[src/rtl/ex_redirect_unit_pkg.sv]
`default_nettype none
// ============================================================================
// Module   : ex_redirect_unit_pkg
// Purpose  : Shared definitions for the EX redirect unit. Holds the branch
//            class encodings carried on ex_op, the redirect FSM state codes
//            and the datapath width constants.
// Revision : 1.0 - initial release
// ============================================================================
package ex_redirect_unit_pkg;

   localparam int XLEN      = 32;
   localparam int REG_IDX_W = 5;

   // Branch class encodings on ex_op; codes 11..15 behave as NONE.
   localparam logic [3:0] c_OP_NONE = 4'd0;
   localparam logic [3:0] c_OP_BEQ  = 4'd1;
   localparam logic [3:0] c_OP_BNE  = 4'd2;
   localparam logic [3:0] c_OP_BLEZ = 4'd3;
   localparam logic [3:0] c_OP_BGTZ = 4'd4;
   localparam logic [3:0] c_OP_BLTZ = 4'd5;
   localparam logic [3:0] c_OP_BGEZ = 4'd6;
   localparam logic [3:0] c_OP_J    = 4'd7;
   localparam logic [3:0] c_OP_JAL  = 4'd8;
   localparam logic [3:0] c_OP_JR   = 4'd9;
   localparam logic [3:0] c_OP_JALR = 4'd10;

   typedef enum logic [1:0] {
      ST_IDLE     = 2'd0,
      ST_REDIRECT = 2'd1,
      ST_FLUSH    = 2'd2
   } state_t;

endpackage
`default_nettype wire

[src/rtl/ex_redirect_unit_if.sv]
`default_nettype none
// ============================================================================
// Module   : ex_redirect_unit_if
// Purpose  : EX-stage branch/hazard inputs and the IF redirect/stall outputs.
//            master : the redirect unit (consumes EX/ID info, drives redirect)
//            slave  : the pipeline side (drives EX/ID info, takes redirect)
// Revision : 1.0 - initial release
// ============================================================================
interface ex_redirect_unit_if;
   import ex_redirect_unit_pkg::*;

   logic                 ex_valid;
   logic [3:0]           ex_op;
   logic [XLEN-1:0]      ex_pc;
   logic [XLEN-1:0]      ex_rs_val;
   logic [XLEN-1:0]      ex_rt_val;
   logic [15:0]          ex_imm16;
   logic [25:0]          ex_target26;
   logic                 ex_is_load;
   logic [REG_IDX_W-1:0] ex_rd;
   logic [REG_IDX_W-1:0] id_rs;
   logic [REG_IDX_W-1:0] id_rt;
   logic                 mdu_busy;
   logic                 do_jump;
   logic [XLEN-1:0]      jump_addr;
   logic                 stall;
   logic                 flush;
   logic                 addr_err;
   logic [XLEN-1:0]      redirect_cnt;

   modport master (
      input  ex_valid, ex_op, ex_pc, ex_rs_val, ex_rt_val, ex_imm16,
             ex_target26, ex_is_load, ex_rd, id_rs, id_rt, mdu_busy,
      output do_jump, jump_addr, stall, flush, addr_err, redirect_cnt
   );

   modport slave (
      output ex_valid, ex_op, ex_pc, ex_rs_val, ex_rt_val, ex_imm16,
             ex_target26, ex_is_load, ex_rd, id_rs, id_rt, mdu_busy,
      input  do_jump, jump_addr, stall, flush, addr_err, redirect_cnt
   );

endinterface
`default_nettype wire

[src/rtl/ex_redirect_unit_branch_resolve.sv]
`default_nettype none
// ============================================================================
// Module   : branch_resolve
// Purpose  : Combinational branch/jump resolution for the EX stage.
// Ports    : i_op, i_pc, i_rs_val, i_rt_val, i_imm16, i_target26 -> EX operands
//            o_taken  : branch/jump is taken
//            o_target : redirect target (not checked for alignment here)
// Revision : 1.0 - initial release
// ============================================================================
module branch_resolve
   import ex_redirect_unit_pkg::*;
(
   input  logic [3:0]      i_op,
   input  logic [XLEN-1:0] i_pc,
   input  logic [XLEN-1:0] i_rs_val,
   input  logic [XLEN-1:0] i_rt_val,
   input  logic [15:0]     i_imm16,
   input  logic [25:0]     i_target26,
   output logic            o_taken,
   output logic [XLEN-1:0] o_target
);

   logic [XLEN-1:0] w_pc4;
   logic [XLEN-1:0] w_br_target;
   logic [XLEN-1:0] w_j_target;

   assign w_pc4       = i_pc + 32'd4;
   // Sign-extended word offset; wraps modulo 2^32.
   assign w_br_target = w_pc4 + {{14{i_imm16[15]}}, i_imm16, 2'b00};
   assign w_j_target  = {w_pc4[31:28], i_target26, 2'b00};

   always_comb begin
      o_taken  = 1'b0;
      o_target = w_br_target;
      case (i_op)
         c_OP_BEQ:  o_taken = (i_rs_val == i_rt_val);
         c_OP_BNE:  o_taken = (i_rs_val != i_rt_val);
         c_OP_BLEZ: o_taken = ($signed(i_rs_val) <= 32'sd0);
         c_OP_BGTZ: o_taken = ($signed(i_rs_val) >  32'sd0);
         c_OP_BLTZ: o_taken = ($signed(i_rs_val) <  32'sd0);
         c_OP_BGEZ: o_taken = ($signed(i_rs_val) >= 32'sd0);
         c_OP_J, c_OP_JAL: begin
            o_taken  = 1'b1;
            o_target = w_j_target;
         end
         c_OP_JR, c_OP_JALR: begin
            o_taken  = 1'b1;
            o_target = i_rs_val;
         end
         default: o_taken = 1'b0;
      endcase
   end

endmodule
`default_nettype wire

[src/rtl/ex_redirect_unit.sv]
`default_nettype none
// ============================================================================
// Module   : ex_redirect_unit
// Purpose  : Resolves EX branches/jumps, issues a one-cycle registered
//            redirect to IF, holds flush for FLUSH_DEPTH cycles per redirect
//            and generates the load-use / MDU stall.
// Ports    : sys_clk, rst (sync, active high)
//            bus (master) : EX/ID inputs, do_jump/jump_addr/stall/flush/
//                           addr_err/redirect_cnt outputs
// Params   : FLUSH_DEPTH (1..7) flush cycles including the redirect cycle
// Revision : 1.0 - initial release
// ============================================================================
module ex_redirect_unit
   import ex_redirect_unit_pkg::*;
#(
   parameter int FLUSH_DEPTH = 2
)(
   input  logic               sys_clk,
   input  logic               rst,
   ex_redirect_unit_if.master bus
);

   // FLUSH holds for the cycles remaining after the REDIRECT cycle.
   localparam logic [2:0] c_FLUSH_LOAD = 3'(FLUSH_DEPTH - 1);

   state_t          r_state;
   state_t          w_state_nxt;
   logic [2:0]      r_flush_cnt;
   logic [2:0]      w_flush_cnt_nxt;
   logic            w_taken;
   logic [XLEN-1:0] w_target;
   logic            w_fire;
   logic            w_redirect;
   logic            w_misalign;
   logic            w_load_use;
   logic            w_flush;
   logic            r_do_jump;
   logic            r_addr_err;
   logic [XLEN-1:0] r_jump_addr;
   logic [XLEN-1:0] r_redirect_cnt;

   branch_resolve u_resolve (
      .i_op       (bus.ex_op),
      .i_pc       (bus.ex_pc),
      .i_rs_val   (bus.ex_rs_val),
      .i_rt_val   (bus.ex_rt_val),
      .i_imm16    (bus.ex_imm16),
      .i_target26 (bus.ex_target26),
      .o_taken    (w_taken),
      .o_target   (w_target)
   );

   // EX contents are wrong-path outside IDLE, so only IDLE may fire.
   assign w_fire     = bus.ex_valid & ~bus.mdu_busy & (r_state == ST_IDLE);
   assign w_redirect = w_fire & w_taken & (w_target[1:0] == 2'b00);
   assign w_misalign = w_fire & w_taken & (w_target[1:0] != 2'b00);

   always_ff @(posedge sys_clk) begin
      if (rst) begin
         r_state     <= ST_IDLE;
         r_flush_cnt <= 3'd0;
      end else begin
         r_state     <= w_state_nxt;
         r_flush_cnt <= w_flush_cnt_nxt;
      end
   end

   always_comb begin
      w_state_nxt     = r_state;
      w_flush_cnt_nxt = r_flush_cnt;
      case (r_state)
         ST_IDLE: begin
            if (w_redirect) w_state_nxt = ST_REDIRECT;
         end
         ST_REDIRECT: begin
            if (FLUSH_DEPTH > 1) begin
               w_state_nxt     = ST_FLUSH;
               w_flush_cnt_nxt = c_FLUSH_LOAD;
            end else begin
               w_state_nxt = ST_IDLE;
            end
         end
         ST_FLUSH: begin
            if (r_flush_cnt <= 3'd1) begin
               w_state_nxt     = ST_IDLE;
               w_flush_cnt_nxt = 3'd0;
            end else begin
               w_flush_cnt_nxt = r_flush_cnt - 3'd1;
            end
         end
         default: begin
            w_state_nxt     = ST_IDLE;
            w_flush_cnt_nxt = 3'd0;
         end
      endcase
   end

   always_ff @(posedge sys_clk) begin
      if (rst) begin
         r_do_jump      <= 1'b0;
         r_addr_err     <= 1'b0;
         r_jump_addr    <= '0;
         r_redirect_cnt <= '0;
      end else begin
         r_do_jump  <= w_redirect;
         r_addr_err <= w_misalign;
         if (w_redirect) begin
            r_jump_addr    <= w_target;
            r_redirect_cnt <= r_redirect_cnt + 32'd1;
         end
      end
   end

   assign w_flush    = (r_state != ST_IDLE);
   assign w_load_use = bus.ex_valid & bus.ex_is_load & (bus.ex_rd != '0) &
                       ((bus.ex_rd == bus.id_rs) | (bus.ex_rd == bus.id_rt));

   // The stalled instruction is discarded during a flush, so flush wins.
   assign bus.stall        = (w_load_use | bus.mdu_busy) & ~w_flush;
   assign bus.flush        = w_flush;
   assign bus.do_jump      = r_do_jump;
   assign bus.jump_addr    = r_jump_addr;
   assign bus.addr_err     = r_addr_err;
   assign bus.redirect_cnt = r_redirect_cnt;

endmodule
`default_nettype wire

[src/flat_wrapper.sv]
// flat-port wrapper written by rule: the top's interface ports become plain ports
module ex_redirect_unit_flat import ex_redirect_unit_pkg::*;
#(
   parameter int FLUSH_DEPTH = 2
)
  (sys_clk, rst, bus_ex_valid, bus_ex_op, bus_ex_pc, bus_ex_rs_val, bus_ex_rt_val, bus_ex_imm16, bus_ex_target26, bus_ex_is_load, bus_ex_rd, bus_id_rs, bus_id_rt, bus_mdu_busy, bus_do_jump, bus_jump_addr, bus_stall, bus_flush, bus_addr_err, bus_redirect_cnt);
  ex_redirect_unit_if bus_i ();
  input  logic sys_clk;
  input  logic rst;
  input wire logic [$bits(bus_i.ex_valid)-1:0] bus_ex_valid;
  input wire logic [$bits(bus_i.ex_op)-1:0] bus_ex_op;
  input wire logic [$bits(bus_i.ex_pc)-1:0] bus_ex_pc;
  input wire logic [$bits(bus_i.ex_rs_val)-1:0] bus_ex_rs_val;
  input wire logic [$bits(bus_i.ex_rt_val)-1:0] bus_ex_rt_val;
  input wire logic [$bits(bus_i.ex_imm16)-1:0] bus_ex_imm16;
  input wire logic [$bits(bus_i.ex_target26)-1:0] bus_ex_target26;
  input wire logic [$bits(bus_i.ex_is_load)-1:0] bus_ex_is_load;
  input wire logic [$bits(bus_i.ex_rd)-1:0] bus_ex_rd;
  input wire logic [$bits(bus_i.id_rs)-1:0] bus_id_rs;
  input wire logic [$bits(bus_i.id_rt)-1:0] bus_id_rt;
  input wire logic [$bits(bus_i.mdu_busy)-1:0] bus_mdu_busy;
  output wire logic [$bits(bus_i.do_jump)-1:0] bus_do_jump;
  output wire logic [$bits(bus_i.jump_addr)-1:0] bus_jump_addr;
  output wire logic [$bits(bus_i.stall)-1:0] bus_stall;
  output wire logic [$bits(bus_i.flush)-1:0] bus_flush;
  output wire logic [$bits(bus_i.addr_err)-1:0] bus_addr_err;
  output wire logic [$bits(bus_i.redirect_cnt)-1:0] bus_redirect_cnt;
  assign bus_i.ex_valid = bus_ex_valid;
  assign bus_i.ex_op = bus_ex_op;
  assign bus_i.ex_pc = bus_ex_pc;
  assign bus_i.ex_rs_val = bus_ex_rs_val;
  assign bus_i.ex_rt_val = bus_ex_rt_val;
  assign bus_i.ex_imm16 = bus_ex_imm16;
  assign bus_i.ex_target26 = bus_ex_target26;
  assign bus_i.ex_is_load = bus_ex_is_load;
  assign bus_i.ex_rd = bus_ex_rd;
  assign bus_i.id_rs = bus_id_rs;
  assign bus_i.id_rt = bus_id_rt;
  assign bus_i.mdu_busy = bus_mdu_busy;
  assign bus_do_jump = bus_i.do_jump;
  assign bus_jump_addr = bus_i.jump_addr;
  assign bus_stall = bus_i.stall;
  assign bus_flush = bus_i.flush;
  assign bus_addr_err = bus_i.addr_err;
  assign bus_redirect_cnt = bus_i.redirect_cnt;
  ex_redirect_unit #(.FLUSH_DEPTH(FLUSH_DEPTH)) u_core (.sys_clk(sys_clk), .rst(rst), .bus(bus_i));
endmodule
[config.mk]
export PLATFORM = sky130hd
export DESIGN_NAME = ex_redirect_unit_flat
export DESIGN_NICKNAME = d
export VERILOG_FILES = /design/src/rtl/ex_redirect_unit_pkg.sv /design/src/rtl/ex_redirect_unit_if.sv /design/src/rtl/ex_redirect_unit_branch_resolve.sv /design/src/rtl/ex_redirect_unit.sv /design/src/flat_wrapper.sv
export SDC_FILE = /design/constraint.sdc
export NUM_CORES = 1
export LEC_CHECK = 0
export BUFFER_PORTS_ARGS = -buffer_cell sky130_fd_sc_hd__buf_2
export CORE_MARGIN = 4
export CORE_UTILIZATION = 51
export CTS_CLUSTER_SIZE = 28
export DETAILED_ROUTE_END_ITERATION = 6
export PLACE_DENSITY = 0.82
export SETUP_SLACK_MARGIN = 0.3
export SKIP_CTS_REPAIR_TIMING = 1
export SLEW_MARGIN = 20
export SYNTH_ARGS = -nofsm -noshare
export SYNTH_HDL_FRONTEND = slang
export SYNTH_SLANG_ARGS = --single-unit
[constraint.sdc]
create_clock -name sys_clk -period 5.05 [get_ports sys_clk]
set_clock_uncertainty 0.15 [all_clocks]
set_input_delay 0.7575 -clock sys_clk [delete_from_list [all_inputs] [get_ports sys_clk]]
set_output_delay 0.7575 -clock sys_clk [all_outputs]
set_load 0.02 [all_outputs]
# Word level (Yosys, flattened, before mapping)
# Index checks and enable logic that the tools add are counted.
# classes
order_cmp,5
n_bitwise,13
reduce_logical,9
muxes,7
addsub,4
n_eq_ne,18
# ops
op,count
$pmux W32 S2,1
$add A32 B1 Y32 const B,1
$add A32 B3 Y32 const B,1
$add A32 B32 Y32,1
$eq A32 B32 Y1,1
$ge A32 B1 Y1 const B,1
$gt A32 B1 Y1 const B,1
$le A32 B1 Y1 const B,1
$lt A32 B1 Y1 const B,1
$ne A32 B32 Y1,1
$eq A4 B3 Y1 const B,4
$eq A4 B4 Y1 const B,3
$eq A5 B5 Y1,2
$and A1 B1 Y1,9
$pmux W3 S3,1
$eq A4 B2 Y1 const B,2
$pmux W1 S7,1
$pmux W2 S3,1
$reduce_bool A5 Y1,1
$eq A4 B1 Y1 const B,1
$logic_not A2 Y1,2
$mux W2,2
$ne A2 B1 Y1 const B,2
$reduce_bool A2 Y1,2
other kinds (10),13
# totals
in_bits,162
wordCells,62
regBits,71
output_inout_bits,68

# Logic depth before layout (Yosys ltp)
# Gate-level depths: netlist of the first run.
# depth
depth_word,7
mapped_depth,16
mapped_depth_nobuf,15

# Hierarchy
# A second synthesis of the first run with hierarchy kept.
# hier_totals
cells_unflattened,863
hier_area_um2,6396.1
# modules_own_cells
mod,seq_area_each_um2,area_each_um2,instances,cells_per_inst
branch_resolve,0.0,3214.3,1,474
ex_redirect_unit,1421.4,3181.8,1,389

# Least setup slack after synthesis of the first run
# OpenSTA, ideal clock, no wires.
# synth_path
path_kind,in2reg
from,input port bus_ex_pc[5]
to,"register u_core.r_jump_addr[27], in the netlist u_core.bus.jump_addr[27]"
setup_time_ps,78
setup_slack_ps,1243
required_time_ps,4822
t_arrival_ps,3579
path_buffers,1
path_stages,14
cell_sequence,and4_1 -> and3_1 -> nand4_1 -> xnor2_1 -> ha_1 -> clkbuf_1 -> a21oi_1 -> o21ai_0 -> nor2b_1 -> a211o_1 -> or2_2 -> a31o_2 -> o311a_1 -> nor3_1
# synth_between
elab_chain_len,3
# synth_lines
element,line,text
start: declaration,flat_wrapper.sv:12,input wire logic [$bits(bus_i.ex_pc)-1:0] bus_ex_pc;
$add A32 B3 Y32,ex_redirect_unit_branch_resolve.sv:27,assign w_pc4 = i_pc + 32'd4;
$add A32 B32 Y32,ex_redirect_unit_branch_resolve.sv:29,"assign w_br_target = w_pc4 + {{14{i_imm16[15]}}, i_imm16, 2'b00};"
$pmux W32 S2,ex_redirect_unit_branch_resolve.sv:35,case (i_op)
end signal: assignment,ex_redirect_unit.sv:108,r_jump_addr <= w_target;
end: declaration,ex_redirect_unit.sv:39,logic [XLEN-1:0] r_jump_addr;
# Every way passes these cells.
# A chain may end at the register's enable or synchronous reset.

# Worst setup path in the final report of the first run
# layout_path
from,input port bus_ex_pc[4]
to,"register u_core.r_jump_addr[31], in the netlist u_core.bus.jump_addr[31]"
# layout_between
elab_chain_len,3
# layout_lines
element,line
$add A32 B3 Y32 (*),ex_redirect_unit_branch_resolve.sv:27
$add A32 B32 Y32,ex_redirect_unit_branch_resolve.sv:29
$pmux W32 S2 (*),ex_redirect_unit_branch_resolve.sv:35
# Every way passes the cells marked *; elsewhere a longest branch is shown, timed or not.

==> summary.md, run 1 <==
| Metric | Value |
|---|---|
| Slowest stage delay, CP | `0.40 ns` |
| Critical path class | `in -> reg` |
| Crit-path slowest cell | `ha_1` |
| Final wirelength | `21.6 mm` |
| Peak VDD IR | `145 uV` |
| Clock sinks | `71` |
| Area growth from synthesis to layout | `24.9%` |
| H-tree Lvls | `3` |
| CP required | `5.12 ns` |
| Commonest non-fill, non-tap cell in the layout | `buf_2` |
| Syn Nets | `1005` |
| Setup crit end kind | `flip-flop` |
| CTS clk-pin slew, worst paths | `0.06 ns` |
| Reg2reg path depth | `7` |
| CTS buffer count | `9` |
| Unrepaired setup endpoints after global routing | `false` |
| Worst Hold Class | `reg -> reg` |
| Post-route ant nets | `0` |
| Final hold vios | `0` |
| Mapped cell area | `0.00629 sq mm` |
| Die ar. | `0.0142 sq mm` |
| Worst Max-Slew Pin Slew | `about 0.95 ns` |
| Root buf cell | `clkbuf_16` |
| Vias per cell | `approximately 6` |
| Starting Density | `0.522` |
| Final hold slack | `0.325 ns` |
| CTS tree | `built` |
| Core area | `approximately 0.012 sq mm` |
| Worst path cell trace | `buf_2 > and4_1 > and4_1 > nand2_1 > nor2_1 > nand3_1 > xnor2_1 > ha_1 > nand4_1 > nor3_1 > a211oi_1 > o21ai_0 > nand3_1 > and3_1 > a211o_1 > a32o_1` |
| Final std cells w/o fill | `~1200` |
| Largest net degree at the start of global routing | `45` |
| Initial DRC count | `about 800` |
| Placed Cells | `around 1200` |
| Yosys warning count | `0` |
| Setup TNS | `0 ns` |
| Die W | `119 microns` |
| I/O Buffers | `229` |
| PwrDens | `219 mW/mm^2` |
| Worst path top cell family by delay | `simple AND/OR/NAND/NOR gates` |
| GRT Overall Usage | `0.288` |
| Leakage power | `0.00340 uW` |
| Asr flop ratio synth | `0` |
| Congestion Overflow GR | `0` |
| Number of synthesized flops with an enable pin | `0` |
| DIE HEIGHT | `119 microns` |
| Minimum clock period | `4.02 ns` |
| Initial antenna violation count | `0` |
| Post-synthesis area per instance | `7.84 sq um` |
| CP Buf/Inv Count | `1` |
| Most frequent cells in the layout | `229 x buf_2, 81 x nor2_1, 71 x dfxtp_1` |
| Pre-antenna DRT Iters | `7` |
| Startpoint Class | `primary input` |
| Gpl congestion | `~0.98` |
| Final instance area | `0.00786 sq mm` |
| Stages on the worst setup path | `16` |
| Cell count after synthesis | `between 800 and 900` |
| Vias in the first global route | `6451` |
| Fin crit share | `0.797` |
| Outcome | `finished with violations` |
| Sequential share of the synthesized area | `0.226` |
| Relative slew slack | `0.364` |
| Layout cell share with drive strength beyond 1 | `0.272` |
| Post-synth top flop | `dfxtp_1` |
| DRC | `2` |
| CTS max path bufs | `2` |
| Max_cap viols | `0` |
| Max Clk Rate | `0.249 GHz` |
| Nets | `1215` |
| WP data arrival | `4.10 ns` |
| Worst hold path cell count | `1` |
| Final HPWL DP | `17.4 mm` |
| Cell row count | `40` |
| CP max FO | `7` |
| Worst-Skew Late Latency | `0.33 ns` |
| First-pass GRT wire length | `33.3 mm` |
| Antenna cells | `0` |
| Cell Area, Placed | `0.00757 sq mm` |
| DR vias | `7307` |
| Finish-stage setup viols | `0` |
| Top-Level Pins | `230` |
| Fin util | `0.651` |
| Failing checks | `design-rule violations` |
| Distinct cells, synth | `approximately 60` |
| Avg WL per Cell | `~18 microns` |
| Post-synthesis register bit count | `71` |
| Final Max Tran Viols | `0` |
cell families after synthesis:
kind of cell / count (synthesis) / share of synthesized area
AO/OA/AOI/OAI: 225 / 0.256
XOR/XNOR: 90 / 0.128
adder cells (fa/ha/maj): 41 / 0.0827
buffers and inverters: 59 / 0.0364
flip-flops: 71 / 0.226
multiplexers: 13 / 0.0227
AND/OR/NAND/NOR: 303 / 0.248
metrics by stage:
| stage | power (uW) | setup WS, ns |
|---|---|---|
| after floorplan | 906 | 1.24 |
| after global placement | 1100 | 0.764 |
| after detailed placement | 1100 | 0.745 |
| after CTS | 1710 | 1.08 |
| after global routing | 1800 | 0.776 |
| final | 1720 | 1.03 |
cell type report:
class | count | area (sq um)
clock buffers | 9 | 225
clock inverters | 7 | 62.6
fillers | 1096 | 4210
inverters | 23 | 86.3
multi-input cells | 672 | 4660
flip-flops and latches | 71 | 1420
well taps | 168 | 210
repair buffers | 235 | 1190
where the power goes:
part	internal, uW	switching, uW	leakage (uW)
clock	343	266	0.000139
sequential	570	5.72	0.000573
combinational	218	316	0.00269
flip-flops by register name, summed over array words and instances (netlist names):
name,count
u_core.bus.jump_addr,32
u_core.bus.redirect_cnt,32
u_core.r_flush_cnt,3
u_core.r_state,2
u_core.bus.addr_err,1
u_core.bus.do_jump,1
per-layer routing:
metal,GRT usage,routed length [microns],vias to the layer above
met2,0.451,9830,360
met1,0.399,9240,3409
met5,0,0,-
met3,0.0537,1920,44
met4,0.0956,596,0
li1,-,-,3494
synthesized netlist by cell type, types with 6 or more instances:
library cell / number / area, sq um
a211oi_1: 31 / 233
a21o_1: 12 / 90.1
a21oi_1: 48 / 240
a222oi_1: 21 / 210
a311oi_1: 6 / 52.6
and3_1: 13 / 81.3
and4_1: 11 / 96.3
buf_2: 6 / 30.0
clkbuf_1: 30 / 113
dfxtp_1: 71 / 1420
ha_1: 40 / 500
inv_1: 23 / 86.3
mux2_2: 9 / 101
nand2_1: 50 / 188
nand3_1: 29 / 145
nand4_1: 26 / 163
nor2_1: 82 / 308
nor2b_1: 12 / 75.1
nor3_1: 20 / 100
nor4_1: 22 / 138
o21a_1: 8 / 60.1
o21ai_0: 36 / 180
o31ai_1: 9 / 67.6
or3_1: 8 / 50.1
or4_1: 12 / 90.1
xnor2_1: 34 / 298
xor2_1: 55 / 482
final timing paths:
| path | startpoint | end | slack, ns |
|---|---|---|---|
| worst max-delay path | bus_ex_pc[4] | u_core.bus.jump_addr[31] | 1.03 |
| worst min-delay path | u_core.bus.jump_addr[1] | u_core.bus.jump_addr[1] | 0.33 |
| worst max register to register | u_core.r_state[1] | u_core.bus.redirect_cnt[30] | 1.84 |
| worst min register to register | u_core.bus.jump_addr[1] | u_core.bus.jump_addr[1] | 0.33 |
(Power assumes the default switching activity.)
==> run 2, diff against run 1 <==
- CORE_UTILIZATION: 51 -> 46
- PLACE_DENSITY: 0.82 -> 0.78
- clock period: 5.05 -> 3.3 ns (I/O delays scaled with it)
==> run 2 against run 1 <==
Effect of this change:
- the flow finishes with violations (design-rule violations, negative setup slack)
- wire length up 47%
- hold slack better by 0.021 ns
- final cell count up 17%
- utilization up 15 points
- non-clock buffer count up 185
- flip-flop and latch count unchanged
- sequential power up 54%
- global-route usage up 0.37 points
- clock power up 82%
- register-to-register slack worse by 1.7 ns
- final area up 36%
- first-iteration DRC count up 54%
- critical path type unchanged
- largest cell class unchanged
- largest power group is now combinational logic
==> summary.md, run 2 (synthesis results as in run 1) <==
| Metric | Value |
|---|---|
| Outcome | `finished with violations` |
| Failing checks | `design-rule violations, negative setup slack` |
| Core area | `0.0133 sq mm (+10%)` |
| Die ar. | `0.0156 sq mm (+10%)` |
| Layout cell share with drive strength beyond 1 | `0.503 (+0.231)` |
| CTS clk-pin slew, worst paths | `0.06 ns (about the same)` |
| Post-route ant nets | `0 (unchanged)` |
| Final wirelength | `31.7 mm (+47%)` |
| Dpl ws | `-0.285 ns (-1.03 ns)` |
| Fin crit share | `1.07` |
| Max_cap viols | `0 (unchanged)` |
| Starting Density | `0.473 (-0.0484)` |
| Pre-antenna DRT Iters | `7 (unchanged)` |
| Largest net degree at the start of global routing | `34 (-24%)` |
| Root buf cell | `clkbuf_16` |
| Setup crit start | `bus_ex_pc[3]` |
| Reg2reg path depth | `9 (+2)` |
| Initial antenna violation count | `2 (+2)` |
| Fin util | `0.804 (+0.152)` |
| Initial DRC count | `1232 (+54%)` |
| PwrDens | `306 mW/mm^2 (+40%)` |
| Cell row count | `42 (+5.0%)` |
| Reg2Reg Setup Slack | `0.10 ns (-1.74 ns)` |
| Worst reg2reg path startpoint | `u_core.bus.redirect_cnt[5]` |
| Minimum clock period | `3.53 ns` |
| Nets | `1401 (+15%)` |
| Worst-Skew Late Latency | `0.34 ns (about the same)` |
| Fin worst setup slack | `-0.231 ns (-1.26 ns)` |
| Clock sinks | `71 (unchanged)` |
| Finish-stage setup viols | `41 (+41)` |
| End of the critical path | `u_core.bus.jump_addr[18]` |
| CTS buffer count | `9 (unchanged)` |
| DIE HEIGHT | `125 microns (+4.9%)` |
| Relative slew slack | `0.507 (+0.143)` |
| GRT Overall Usage | `0.292 (+0.00369)` |
| Vias in the first global route | `7485 (+16%)` |
| Commonest non-fill, non-tap cell in the layout | `buf_2` |
| Max Clk Rate | `0.283 GHz` |
| Setup TNS | `-3.27 ns (-3.27 ns)` |
| Gpl congestion | `0.948 (-2.8%)` |
| CP max FO | `3 (-4)` |
| Leakage power | `0.00476 uW (+40%)` |
| Final Max Tran Viols | `0 (unchanged)` |
| DR vias | `8966 (+23%)` |
| Total power | `3270 uW (+90%)` |
| Startpoint Class | `primary input` |
| Top-Level Pins | `230 (unchanged)` |
| Avg WL per Cell | `23.0 microns (+26%)` |
| Unrepaired setup endpoints after global routing | `true` |
| Congestion Overflow GR | `0 (unchanged)` |
| WP data arrival | `3.58 ns (-0.52 ns)` |
| Peak VDD IR | `311 uV (+110%)` |
| CTS max path bufs | `2 (unchanged)` |
| H-tree Lvls | `3 (unchanged)` |
| Final hold slack | `0.346 ns (+0.0209 ns)` |
| Die W | `125 microns (+4.9%)` |
| DRC | `10 (+8)` |
| CP required | `3.34 ns (-1.78 ns)` |
| Worst Max-Slew Pin Slew | `0.739 ns (-0.215 ns)` |
| Worst Hold Class | `reg -> reg` |
| Reg2reg end | `u_core.bus.redirect_cnt[31]` |
| I/O Buffers | `229 (unchanged)` |
| Setup crit end kind | `flip-flop` |
| Vias per cell | `6.49 (+5.3%)` |
| Final HPWL DP | `19.8 mm (+14%)` |
| Area growth from synthesis to layout | `69.8%` |
| CTS tree | `built` |
| Critical path class | `in -> reg` |
| Fill cell total of the finished layout | `740 (-32%)` |
| First-pass GRT wire length | `37.7 mm (+13%)` |
| Final hold vios | `0 (unchanged)` |
| Most frequent cells in the layout | `219 x buf_2, 162 x buf_4, 71 x dfxtp_1` |
## run 2: layout make-up
| type | instances | area [sq um] | share of cell area |
|---|---|---|---|
| multi-input cells | 673 | 5710 | 0.534 |
| repair buffers | 420 | 2900 | 0.272 |
| flip-flops and latches | 71 | 1420 | 0.133 |
| clock buffers | 12 | 267 | 0.0249 |
| well taps | 176 | 220 | 0.0206 |
| inverters | 23 | 86.3 | 0.00808 |
| clock inverters | 4 | 76.3 | 0.00714 |
| diodes | 2 | 5.00 | 0.000468 |
## run 2: per-layer routing
layer | GRT usage | vias to the layer above | wire length [microns]
li1 | - | 3872 | -
met1 | 0.378 | 4181 | 11300
met2 | 0.480 | 715 | 15200
met3 | 0.0512 | 198 | 3240
met4 | 0.127 | 0 | 2060
met5 | 0 | - | 0
## run 2: report_power, final
group	internal (uW)	switching, uW	total (uW)
registers	872	12.4	884
logic	579	694	1270
clock network	725	384	1110
total	2180	1090	3270
## run 2: worst min-delay path by stage
| stage | from | to | slack [ns] | depth (start not counted) |
|---|---|---|---|---|
| after floorplan | u_core.r_flush_cnt[1] | u_core.r_flush_cnt[1] | 0.31 | 2 |
| after global placement | u_core.bus.jump_addr[0] | u_core.bus.jump_addr[0] | 0.31 | 1 |
| after detailed placement | u_core.bus.jump_addr[0] | u_core.bus.jump_addr[0] | 0.33 | 1 |
| after CTS | u_core.bus.jump_addr[14] | u_core.bus.jump_addr[14] | 0.35 | 2 |
| after global routing | u_core.bus.jump_addr[5] | u_core.bus.jump_addr[5] | 0.37 | 2 |
| final | u_core.bus.jump_addr[28] | u_core.bus.jump_addr[28] | 0.35 | 2 |
## run 2: worst max-delay path: stages
cell and delay (ns):
buf_2 0.09, ha_1 0.16, buf_4 0.14, nand3_1 0.11, xnor2_1 0.16, ha_1 0.32
o21ai_1 0.13, o21ai_1 0.30, buf_4 0.19, nand3_2 0.07, or4_4 0.55, nand2_4 0.09
xor2_2 0.08, a222oi_1 0.52, a211oi_2 0.16
## run 2: through the flow
step	cells	instance area [sq um]
2_1_floorplan	802	6490
3_3_place_gp	1331	8930
3_5_place_dp	1331	8930
4_1_cts	1347	9280
5_1_grt	1381	10700
6_report	1381	10700
